$ cat src/rtl/fetch_sequencer.sv
// fetch_sequencer: owns the PC, sequences a registered-read instruction memory and delivers
// {instruction, pc} through a 2-entry skid buffer. Optional counters: FETCH_PERF_CNT_EN.
module fetch_sequencer #(
   parameter logic [31:0] START_ADDR = 32'h0,
   parameter logic [31:0] END_ADDR   = 32'h14,
   parameter int          MEM_BYTES  = 32
) (
   input  logic        clk,
   input  logic        rst,
   input  logic        start,
   input  logic        redirect_valid,
   input  logic [31:0] redirect_addr,
   output logic [31:0] imem_addr,
   output logic        imem_en,
   input  logic [31:0] imem_rdata,
   output logic        instr_valid,
   input  logic        instr_ready,
   output logic [31:0] instr_data,
   output logic [31:0] instr_pc,
   output logic        busy,
   output logic        done
`ifdef FETCH_PERF_CNT_EN
   ,
   output logic [31:0] perf_fetched,
   output logic [31:0] perf_stall,
   output logic [31:0] perf_flush
`endif
);

   localparam logic [31:0] ADDR_MASK = 32'(MEM_BYTES - 1);

   typedef enum logic [1:0] {IDLE, FETCH, STOP} state_t;

   state_t      state, state_nxt;
   logic [31:0] pc, tag;
   logic        inflight;
   logic [1:0]  count;
   logic [31:0] data0, data1, pc0, pc1;
   logic        redir, pop, push, issue, launch;
   logic [2:0]  load;

   // The response of the current inflight fetch lands this cycle, so it counts against
   // the buffer before a new issue is allowed.
   always_comb begin
      redir  = redirect_valid && (state != IDLE);
      launch = (state == IDLE) && start;
      pop    = (count != 2'd0) && instr_ready;
      push   = inflight && !redir;
      load   = 3'(count) - 3'(pop) + 3'(inflight);
      issue  = (state == FETCH) && !redirect_valid && (pc != END_ADDR) && (load <= 3'd1);
   end

   always_ff @(posedge clk or posedge rst) begin
      if (rst) state <= IDLE;
      else     state <= state_nxt;
   end

   always_comb begin
      state_nxt = state;
      case (state)
         IDLE:  if (start) state_nxt = FETCH;
         FETCH: begin
            if (redir)
               state_nxt = FETCH;
            else if ((issue && (pc == END_ADDR - 32'd4)) || (pc == END_ADDR))
               state_nxt = STOP;
         end
         STOP: begin
            if (redir)
               state_nxt = FETCH;
            else if ((count == 2'd0) && !inflight)
               state_nxt = IDLE;
         end
         default: state_nxt = IDLE;
      endcase
   end

   always_comb begin
      imem_en     = issue;
      imem_addr   = pc;
      busy        = (state != IDLE);
      done        = (state == STOP) && !redir && (count == 2'd0) && !inflight;
      instr_valid = (count != 2'd0);
      instr_data  = instr_valid ? data0 : 32'h0;
      instr_pc    = instr_valid ? pc0 : 32'h0;
   end

   // A redirect drops the pending response simply by never pushing it.
   always_ff @(posedge clk or posedge rst) begin
      if (rst) begin
         pc       <= START_ADDR;
         tag      <= 32'h0;
         inflight <= 1'b0;
      end else begin
         inflight <= issue;
         if (issue) tag <= pc;
         if (launch)
            pc <= START_ADDR;
         else if (redir)
            pc <= redirect_addr & ~32'h3 & ADDR_MASK;
         else if (issue)
            pc <= (pc + 32'd4) & ADDR_MASK;
      end
   end

   // Entry 0 is always the head; entry 1 only holds data when two words are buffered.
   always_ff @(posedge clk or posedge rst) begin
      if (rst) begin
         count <= 2'd0;
         data0 <= 32'h0;
         data1 <= 32'h0;
         pc0   <= 32'h0;
         pc1   <= 32'h0;
      end else if (redir) begin
         count <= 2'd0;
      end else begin
         case ({push, pop})
            2'b11: begin
               if (count == 2'd1) begin
                  data0 <= imem_rdata;
                  pc0   <= tag;
               end else begin
                  data0 <= data1;
                  pc0   <= pc1;
                  data1 <= imem_rdata;
                  pc1   <= tag;
               end
            end
            2'b10: begin
               if (count == 2'd0) begin
                  data0 <= imem_rdata;
                  pc0   <= tag;
               end else begin
                  data1 <= imem_rdata;
                  pc1   <= tag;
               end
               count <= count + 2'd1;
            end
            2'b01: begin
               data0 <= data1;
               pc0   <= pc1;
               count <= count - 2'd1;
            end
            default: ;
         endcase
      end
   end

`ifdef FETCH_PERF_CNT_EN
   function automatic logic [31:0] sat_add(input logic [31:0] a, input logic [1:0] b);
      logic [32:0] s;
      s = {1'b0, a} + 33'(b);
      return s[32] ? 32'hFFFF_FFFF : s[31:0];
   endfunction

   // Flush events count both the buffered entries and the squashed inflight response.
   always_ff @(posedge clk or posedge rst) begin
      if (rst) begin
         perf_fetched <= 32'h0;
         perf_stall   <= 32'h0;
         perf_flush   <= 32'h0;
      end else if (launch) begin
         perf_fetched <= 32'h0;
         perf_stall   <= 32'h0;
         perf_flush   <= 32'h0;
      end else begin
         if (push)
            perf_fetched <= sat_add(perf_fetched, 2'd1);
         if ((state == FETCH) && !issue && !redirect_valid)
            perf_stall <= sat_add(perf_stall, 2'd1);
         if (redir)
            perf_flush <= sat_add(perf_flush, count + {1'b0, inflight});
      end
   end
`endif

endmodule

$ cat config.mk
export PLATFORM = sky130hd
export DESIGN_NAME = fetch_sequencer
export DESIGN_NICKNAME = d
export VERILOG_FILES = /design/src/rtl/fetch_sequencer.sv
export SDC_FILE = /design/constraint.sdc
export NUM_CORES = 1
export LEC_CHECK = 0
export ABC_AREA = 1
export CORE_ASPECT_RATIO = 1.1
export CORE_MARGIN = 10
export CORE_UTILIZATION = 45
export CTS_CLUSTER_DIAMETER = 100
export CTS_CLUSTER_SIZE = 24
export DETAILED_ROUTE_END_ITERATION = 10
export PLACE_DENSITY = 0.77
export SLEW_MARGIN = 20
export SYNTH_ARGS = -nofsm -noshare
export SYNTH_HDL_FRONTEND = slang
export SYNTH_SLANG_ARGS = --single-unit
$ cat constraint.sdc
create_clock -name clk -period 5.3 [get_ports clk]
set_input_delay 0.53 -clock clk [delete_from_list [all_inputs] [get_ports clk]]
set_output_delay 0.53 -clock clk [all_outputs]
set_load 0.01 [all_outputs]
== After elaboration in Yosys (flattened, before gate mapping) ==
Index checks and enable logic that the tools add are counted.

* Add/subtract/negate cells: 5
* $lt $le $gt $ge: 1
* Equality and inequality tests: 15
* Mux-type cells: 25
* Bitwise logic cells: 1
* Reductions and logical operators: 27

{| class="wikitable"
|+ Operator list
! operator !! count
|-
| 2-to-1 mux 32 bit || 13
|-
| case mux 32 bit (3 select lines) || 2
|-
| case mux 32 bit (2 select lines) || 2
|-
| == test 32 x 5 -> 1 bit (second input constant) || 2
|-
| != test 32 x 5 -> 1 bit (second input constant) || 1
|-
| logical AND 1 bit || 12
|-
| 2-to-1 mux 2 bit || 6
|-
| nonzero test 3 bit || 3
|-
| != test 2 bit (second input constant) || 4
|-
| == test 2 x 1 -> 1 bit (second input constant) || 3
|-
| == test 2 bit (second input constant) || 3
|-
| case mux 2 bit (3 select lines) || 1
|-
| AND reduction 3 bit || 2
|-
| nonzero test 2 bit || 3
|-
| adder 5 x 3 -> 5 bit (second input constant) || 1
|-
| zero test 2 bit || 2
|-
| case mux 2 bit (2 select lines) || 1
|-
| AND reduction 4 bit || 1
|-
| adder 3 x 1 -> 3 bit || 1
|-
| <= comparator 3 x 1 -> 1 bit (second input constant) || 1
|-
| zero test 1 bit || 3
|-
| != test 3 x 2 -> 1 bit (second input constant) || 1
|-
| != test 3 bit (second input constant) || 1
|-
| subtractor 2 x 1 -> 3 bit || 1
|-
| other kinds (4) || 4
|}

* Flip-flop bits (word level): 197
* Output and inout bits: 100
* Word-level logic and storage cells: 83

== Logic depth before layout (Yosys ltp) ==
Gate-level depths: netlist of the first run.

* Word-level depth: 11
* Mapped depth: 17
* Mapped depth without buffers: 16

== Worst setup path before layout of the first run ==
Ideal clock, no wire load.

* Path kind: flip-flop to output port
* Start point: reg count[1]
* End point: out imem_en
* Data arrival time: 2,168 ps
* Data required time: 4,770 ps
* Slack: 2,602 ps
* Stages on the path, launching flop included: 14
* Buffers on the path: 1
* Cells stage by stage: dfrtp_1 inv_1 ha_1 buf_4 inv_4 nand2_4 xor2_1 ha_1 inv_1 fa_1 nand2_1 nor2_1 nand2_1 inv_1

* Longest elaborated chain between the ends: 6

{| class="wikitable"
|+ RTL lines
! element !! line !! RTL
|-
| start, declared || 37 || <nowiki>logic [1:0] count;</nowiki>
|-
| start signal, assigned || 137 || <nowiki>count <= count + 2'd1;</nowiki>
|-
| start signal, assigned || 142 || <nowiki>count <= count - 2'd1;</nowiki>
|-
| nonzero test 2 bit || -- ||
|-
| named net instr_valid || 16 || <nowiki>output logic instr_valid,</nowiki>
|-
| logical AND 1 bit || 47 || <nowiki>pop = (count != 2'd0) && instr_ready;</nowiki>
|-
| subtractor 2 x 1 -> 3 bit || 49 || <nowiki>load = 3'(count) - 3'(pop) + 3'(inflight);</nowiki>
|-
| adder 3 x 1 -> 3 bit || 49 ||
|-
| <= comparator 3 x 1 -> 1 bit || 50 || <nowiki>issue = (state == FETCH) && !redirect_valid && (pc != END_ADDR) && (load <= 3'd1);</nowiki>
|-
| logical AND 1 bit || 50 ||
|-
| end, declared || 14 || <nowiki>output logic imem_en,</nowiki>
|}

The timed path passes the listed nets, and every way through them passes these cells.

== Worst setup path in the final report of the first run ==
* Start point: reg count[1]
* End point: out imem_en

* Longest elaborated chain between the ends: 6

{| class="wikitable"
|+ RTL lines
! element !! line
|-
| nonzero test 2 bit || 47
|-
| logical AND 1 bit || 47
|-
| subtractor 2 x 1 -> 3 bit (*) || 49
|-
| adder 3 x 1 -> 3 bit (*) || 49
|-
| <= comparator 3 x 1 -> 1 bit (*) || 50
|-
| logical AND 1 bit (*) || 50
|}

Mark *: on every way between the ends. The rest lies on a longest branch, timed or not.

==> flow_summary.toml, run 1 <==
[placed_design]
detailed_place_hpwl_um = 8690
portBuffers = 81
gp_congestion = 0.772
placed_cells = 1002

[clock_network]
clkTransAtPathRegs_ns = 0.06
cts_tree = "built"
cts_made_buffers = 9
htreeDepth = 3
cts_resized = 0
clockRootBuffer = "clkbuf_16"
postCtsSetupBuffers = 0
clock_path_buffers = 2
ctsHoldBuffers = 0
clkSinkCount = 81
clkLatencyLatePin_ns = 0.34

[setup_path]
r2r-end = "data0[19]$_DFFE_PP0P_"
path_max_fanout = 36
path_buf_inv = 5
arrival_ns = 3.78
cpPeakStageDelay_ns = 0.68
worstSetupPathType = "flop to primary output"
cp.required_ns = 4.77
crit_chain = "inv_1 -> ha_2 -> inv_4 -> nand2_4 -> xor2_1 -> ha_1 -> inv_1 -> fa_1 -> nand2_1 -> nor2_1 -> nand2_1 -> inv_1 -> clkdlybuf4s50_1"
reg2reg_from = "count[1]$_DFFE_PP0P_"
crit_family = "adder cells"
endpoint_kind = "primary output"
reg2reg_slack_ns = 1.97
rr_worst_depth = 10
worst_setup_path_start_kind = "flop"
cpMostUsedCell = "inv_1"
crit_path_top_delay_cell = "ha_2"

[pwr]
p_leak_nw = 3.22
power_density_mw_per_mm2 = 534
switching_share = 0.441
combPwrFrac = 0.525
p_clk_frac = 0.177
power.net_switching_mw = 1.51
seqPwrFrac = 0.298
ir_drop_uv = 296
p_int_mw = 1.92

[timing]
finalSetupViolCount = 0
final.min_clock_period_ns = 4.31
timing.hold.ws_ns = 0.468
drv_slew = 0
rsz0062_at_grt = "no"
slew_headroom = 0.388
clock_skew_ns = 0.00671
timing.final.crit_share = 0.813
fmax_mhz = 232
worst_slew_pin_slew_ns = 0.917
fin_tns_setup_ns = 0
finalHoldViolations = 0

[finish]
area_growth_pct = 17.0
nNetsFinal = 939
drive_gt1_frac = 0.0405
finalNonFillerCells = 1019
diodes = 0

[min_path]
hp-class = "flop to flop"
hold_path_depth = 2
worst_hold_startpoint = "data1[29]$_DFFE_PP0P_"
worst_hold_path.endpoint = "data1[29]$_DFFE_PP0P_"

[global_route]
grt_start_max_net_pins = 71
grt_overflow = 0
grt_usage = 0.156
grt_pass1_wl_um = 22300
grt_pass1_vias = 4664
antenna_found_initial = 0

[logic_synthesis]
synthCells = 809
async_flop_share = 1.00
synth_edf_count = 0
yosys_warnings = 0
avgSynthCellArea_um2 = 6.80
synth_seq_cells = 81
netlist_area_mm2 = 0.00550
synth_ff_type = "dfrtp_1"
yosysSeqAreaShare = 0.369
synth_cell_types = 29

[floorplanning]
die_h_um = 136
rows = 42
die_w_um = 125
coreArea_mm2 = 0.0120
ios = 169
start_util = 0.459
die-area_mm2 = 0.0170

[routing]
drc_errors = 0
antenna_left = 0
avgRoutedWirePerCell_um = 13.2
viasPerCell = 4.69
wl_um = 13400
vias = 4782
drt_iter0_drc = 293
dr.pass1.iters = 5

[outcome]
status = "complete, no violations"

[flow_run]
drv_cap = 0
-- registers in the layout, indices dropped and copies added (netlist names) --
name and count:
pc0 3, inflight 1, data0 32, imem_addr 3, count 2, tag 3
data1 32, pc1 3, state 2
-- tightest hold or removal path, cell delays in order (launching register included) --
cell     delay, ns
dfrtp_1       0.34
nand2_1       0.05
nand2_1       0.04
-- per-layer routing --
layer,GRT usage,wire length (um),vias up
li1,-,-,2480
met1,0.176,5750,2175
met4,0.0711,240,0
met5,0,0,-
met2,0.270,6560,112
met3,0.0417,874,15
-- per-stage QoR --
stage / cell area [um^2] / setup slack (ns) / util / power (mW)
after CTS: 6390 / 0.955 / 0.534 / 3.43
after global routing: 6430 / 0.720 / 0.537 / 3.79
final: 6430 / 0.990 / 0.537 / 3.44
after detailed placement: 6100 / 1.26 / 0.509 / 2.81
after global placement: 6100 / 1.31 / 0.509 / 2.75
after floorplan: 5710 / 2.60 / - / 2.34
-- cells in the final DEF, fill, tap and decap left out, drive strengths merged --
cell type	n
a21boi	1
a21oi	2
a31oi	2
buf	3
clkbuf	14
clkdlybuf4s50	81
clkinv	4
conb	58
dfrtp	81
fa	1
ha	9
inv	126
nand2	273
nand3	45
nand4	3
nor2	45
nor3	1
o211ai	36
o21ai	77
or2	1
xnor2	1
xor2	1
-- power by group through the flow --
stage / sequential [mW] / combinational [mW] / clock [mW]
global placement: 1.02 / 1.73 / 0
CTS: 1.02 / 1.79 / 0.621
finish: 1.02 / 1.81 / 0.610
global route: 1.05 / 2.09 / 0.644
detailed placement: 1.03 / 1.78 / 0
floorplan: 0.995 / 1.35 / 0
-- worst max path at each step --
| stage | startpoint | to | slack (ns) | cells after the start |
|---|---|---|---|---|
| 6_report | count[1]$_DFFE_PP0P_ | imem_en | 0.99 | 13 |
| 3_3_place_gp | count[1]$_DFFE_PP0P_ | data0[19]$_DFFE_PP0P_ | 1.31 | 10 |
| 4_1_cts | count[1]$_DFFE_PP0P_ | imem_en | 0.95 | 13 |
| 2_1_floorplan | count[1]$_DFFE_PP0P_ | imem_en | 2.60 | 13 |
| 5_1_grt | count[1]$_DFFE_PP0P_ | imem_en | 0.72 | 13 |
| 3_5_place_dp | count[1]$_DFFE_PP0P_ | data0[19]$_DFFE_PP0P_ | 1.26 | 10 |
-- area by class of cell --
cell class,instances,area (um^2)
clock buffer,14,284
clock inverter,2,10.0
fill,1202,5550
inverter,128,488
multi-input combinational,556,2580
sequential,81,2030
tap,154,193
timing repair buffer,84,853
-- cell usage after synthesis (2+ instances only) --
cell	instances	area (um^2)
ha_1	9	113
o21ai_0	77	385
a21oi_1	2	10.0
buf_4	62	465
o211ai_1	35	263
nor2_1	44	165
dfrtp_1	81	2030
clkbuf_1	20	75.1
buf_2	19	95.1
nand4_1	3	18.8
nand2_4	3	33.8
nand2_1	269	1010
inv_1	125	469
inv_4	2	12.5
nand3_1	44	220
-- cells by family (layout without fill, tap and decap cells) --
logic type                 after synthesis  in the layout  synth area share
AOI/OAI and AO/OA                      118            118             0.130
DFF                                     81             81             0.369
adders and majority gates               10             10            0.0241
other                                    1             58          0.000682
and+or+nand+nor                        368            368             0.269
buffers and inverters                  229            228             0.204
xor gates and xnor gates                 2              2           0.00319
Note: power is estimated with default switching activity, not from simulation.
==> run 2: changes to the inputs <==
--- a/config.mk
+++ b/config.mk
@@ -8,7 +8,7 @@
 export ABC_AREA = 1
 export CORE_ASPECT_RATIO = 1.1
 export CORE_MARGIN = 10
-export CORE_UTILIZATION = 45
+export CORE_UTILIZATION = 43
 export CTS_CLUSTER_DIAMETER = 100
 export CTS_CLUSTER_SIZE = 24
 export DETAILED_ROUTE_END_ITERATION = 10
==> constraint.sdc (replaced) <==
create_clock -name clk -period 3.9 [get_ports clk]
set_input_delay 0.39 -clock clk [delete_from_list [all_inputs] [get_ports clk]]
set_output_delay 0.39 -clock clk [all_outputs]
set_load 0.01 [all_outputs]
==> run 2 against run 1 <==
Net effect: sequential share of layout area shrank 0.35 points; combinational power grew 37%; non-clock buffer count grew 4; global-route usage shrank 0.60 points; routed wire length grew 0.13%; flip-flop and latch count is the same; critical endpoint unchanged; largest cell class unchanged.
==> flow_summary.toml, run 2 (synthesized netlist as in run 1, its figures left out) <==
[timing]
timing.hold.ws_ns = 0.336
fmax_mhz = 281
slew_headroom = 0.408
finalSetupViolCount = 0
finalHoldViolations = 0
worst_slack_ns = 0.342
timing.final.crit_share = 0.912
final.min_clock_period_ns = 3.56
drv_slew = 0
worst_slew_pin_slew_ns = 0.889
rsz0062_at_grt = "no"
fin_tns_setup_ns = 0
clock_skew_ns = 0.00787

[global_route]
grt_pass1_wl_um = 22200
grt_overflow = 0
grt_usage = 0.150
antenna_found_initial = 0
grt_start_max_net_pins = 69
grt_pass1_vias = 4632

[floorplanning]
die-area_mm2 = 0.0177
rows = 43
coreArea_mm2 = 0.0126
ios = 169
die_w_um = 128
die_h_um = 139
start_util = 0.437

[setup_path]
path_max_fanout = 9
r2r-end = "data0[9]$_DFFE_PP0P_"
cp.required_ns = 3.51
endpoint_kind = "primary output"
arrival_ns = 3.17
cpPeakStageDelay_ns = 0.58
rr_worst_depth = 10
cpMostUsedCell = "inv_1"
crit_path_top_delay_cell = "clkdlybuf4s50_1"
worstSetupPathType = "flop to primary output"
worst_setup_path_start_kind = "flop"
crit_chain = "inv_1 -> ha_2 -> inv_4 -> nand2_4 -> xor2_1 -> ha_1 -> inv_1 -> fa_1 -> nand2_1 -> nor2_1 -> nand2_1 -> inv_1 -> clkdlybuf4s50_1"
crit_family = "buffers and inverters"
path_buf_inv = 5
reg2reg_from = "state[0]$_DFFE_PP0P_"
reg2reg_slack_ns = 1.33

[routing]
drt_iter0_drc = 307
viasPerCell = 4.77
dr.pass1.iters = 5
vias = 4890
avgRoutedWirePerCell_um = 13.1
drc_errors = 0
wl_um = 13400
antenna_left = 0

[placed_design]
placed_cells = 1009
portBuffers = 81
gp_congestion = 0.810
placed_area_mm2 = 0.00615
detailed_place_hpwl_um = 9050
place_ws_ns = 0.643

[clock_network]
htreeDepth = 3
ctsHoldBuffers = 0
cts_tree = "built"
clockRootBuffer = "clkbuf_16"
cts_resized = 0
clkSinkCount = 81
clock_path_buffers = 2
clkLatencyLatePin_ns = 0.34
postCtsSetupBuffers = 0
clkTransAtPathRegs_ns = 0.06
cts_made_buffers = 9

[finish]
final_cell_mix = "nand2_1, inv_1, dfrtp_1, clkdlybuf4s50_1, o21ai_0"
reg_top3 = "data0 (32), data1 (32)"
diodes = 0
final_common_cell = "nand2_1"
area_growth_pct = 18.3
utilization = 0.517
drive_gt1_frac = 0.0460
nNetsFinal = 943
finalNonFillerCells = 1026
fin_area_mm2 = 0.00651

[pwr]
p_clk_frac = 0.194
power_density_mw_per_mm2 = 739
combPwrFrac = 0.516
p_leak_nw = 3.25
p_int_mw = 2.71
ir_drop_uv = 381
p_total_mw = 4.81
seqPwrFrac = 0.290
power.net_switching_mw = 2.10
switching_share = 0.436

[outcome]
status = "complete, no violations"

[min_path]
hp-class = "input port to asynchronous set/reset pin"

[flow_run]
drv_cap = 0
run 2: changes by cell type in the layout (fill, tap and decap cells not counted), sizes merged:
cell	change
buf	+4
clkinvlp	+3
clkinv	-1
clkbuf	-4
bufinv	+2
run 2: worst max-delay path by stage:
stage	endpoint	startpoint	slack, ns	cells after the start
floorplan	imem_en	count[1]$_DFFE_PP0P_	1.34	13
CTS	imem_en	count[1]$_DFFE_PP0P_	0.35	13
global placement	imem_en	instr_ready	0.64	11
global route	imem_en	count[1]$_DFFE_PP0P_	0.08	13
finish	imem_en	count[0]$_DFFE_PP0P_	0.34	13
detailed placement	imem_en	instr_ready	0.64	11
run 2: cell type report:
type	count	area, um^2
Fill cell	1243	6080
Sequential cell	81	2030
Timing Repair Buffer	88	896
Tap cell	157	196
Inverter	128	488
Clock buffer	10	239
Multi-Input combinational cell	556	2570
Clock inverter	6	91.3
run 2: power by group through the flow:
stage,Sequential (mW),Combinational [mW],Clock (mW)
5_1_grt,1.44,2.85,0.981
2_1_floorplan,1.35,1.83,0
3_5_place_dp,1.40,2.46,0
6_report,1.39,2.48,0.933
4_1_cts,1.39,2.47,0.949
3_3_place_gp,1.40,2.39,0
run 2: per-layer routing:
layer / routed length (um) / track usage
met4: 116 / 0.0403
met2: 6600 / 0.263
met1: 5500 / 0.169
met3: 1230 / 0.0470
met5: 0 / 0
run 2: worst reg2reg max path: cells and delay by family, from the launching register on:
family	cells	cell delay (ns)
flops	1	0.39
buf+inv	2	0.73
simple gates	6	0.98
compound gates	1	0.21
fa+ha+maj	1	0.20
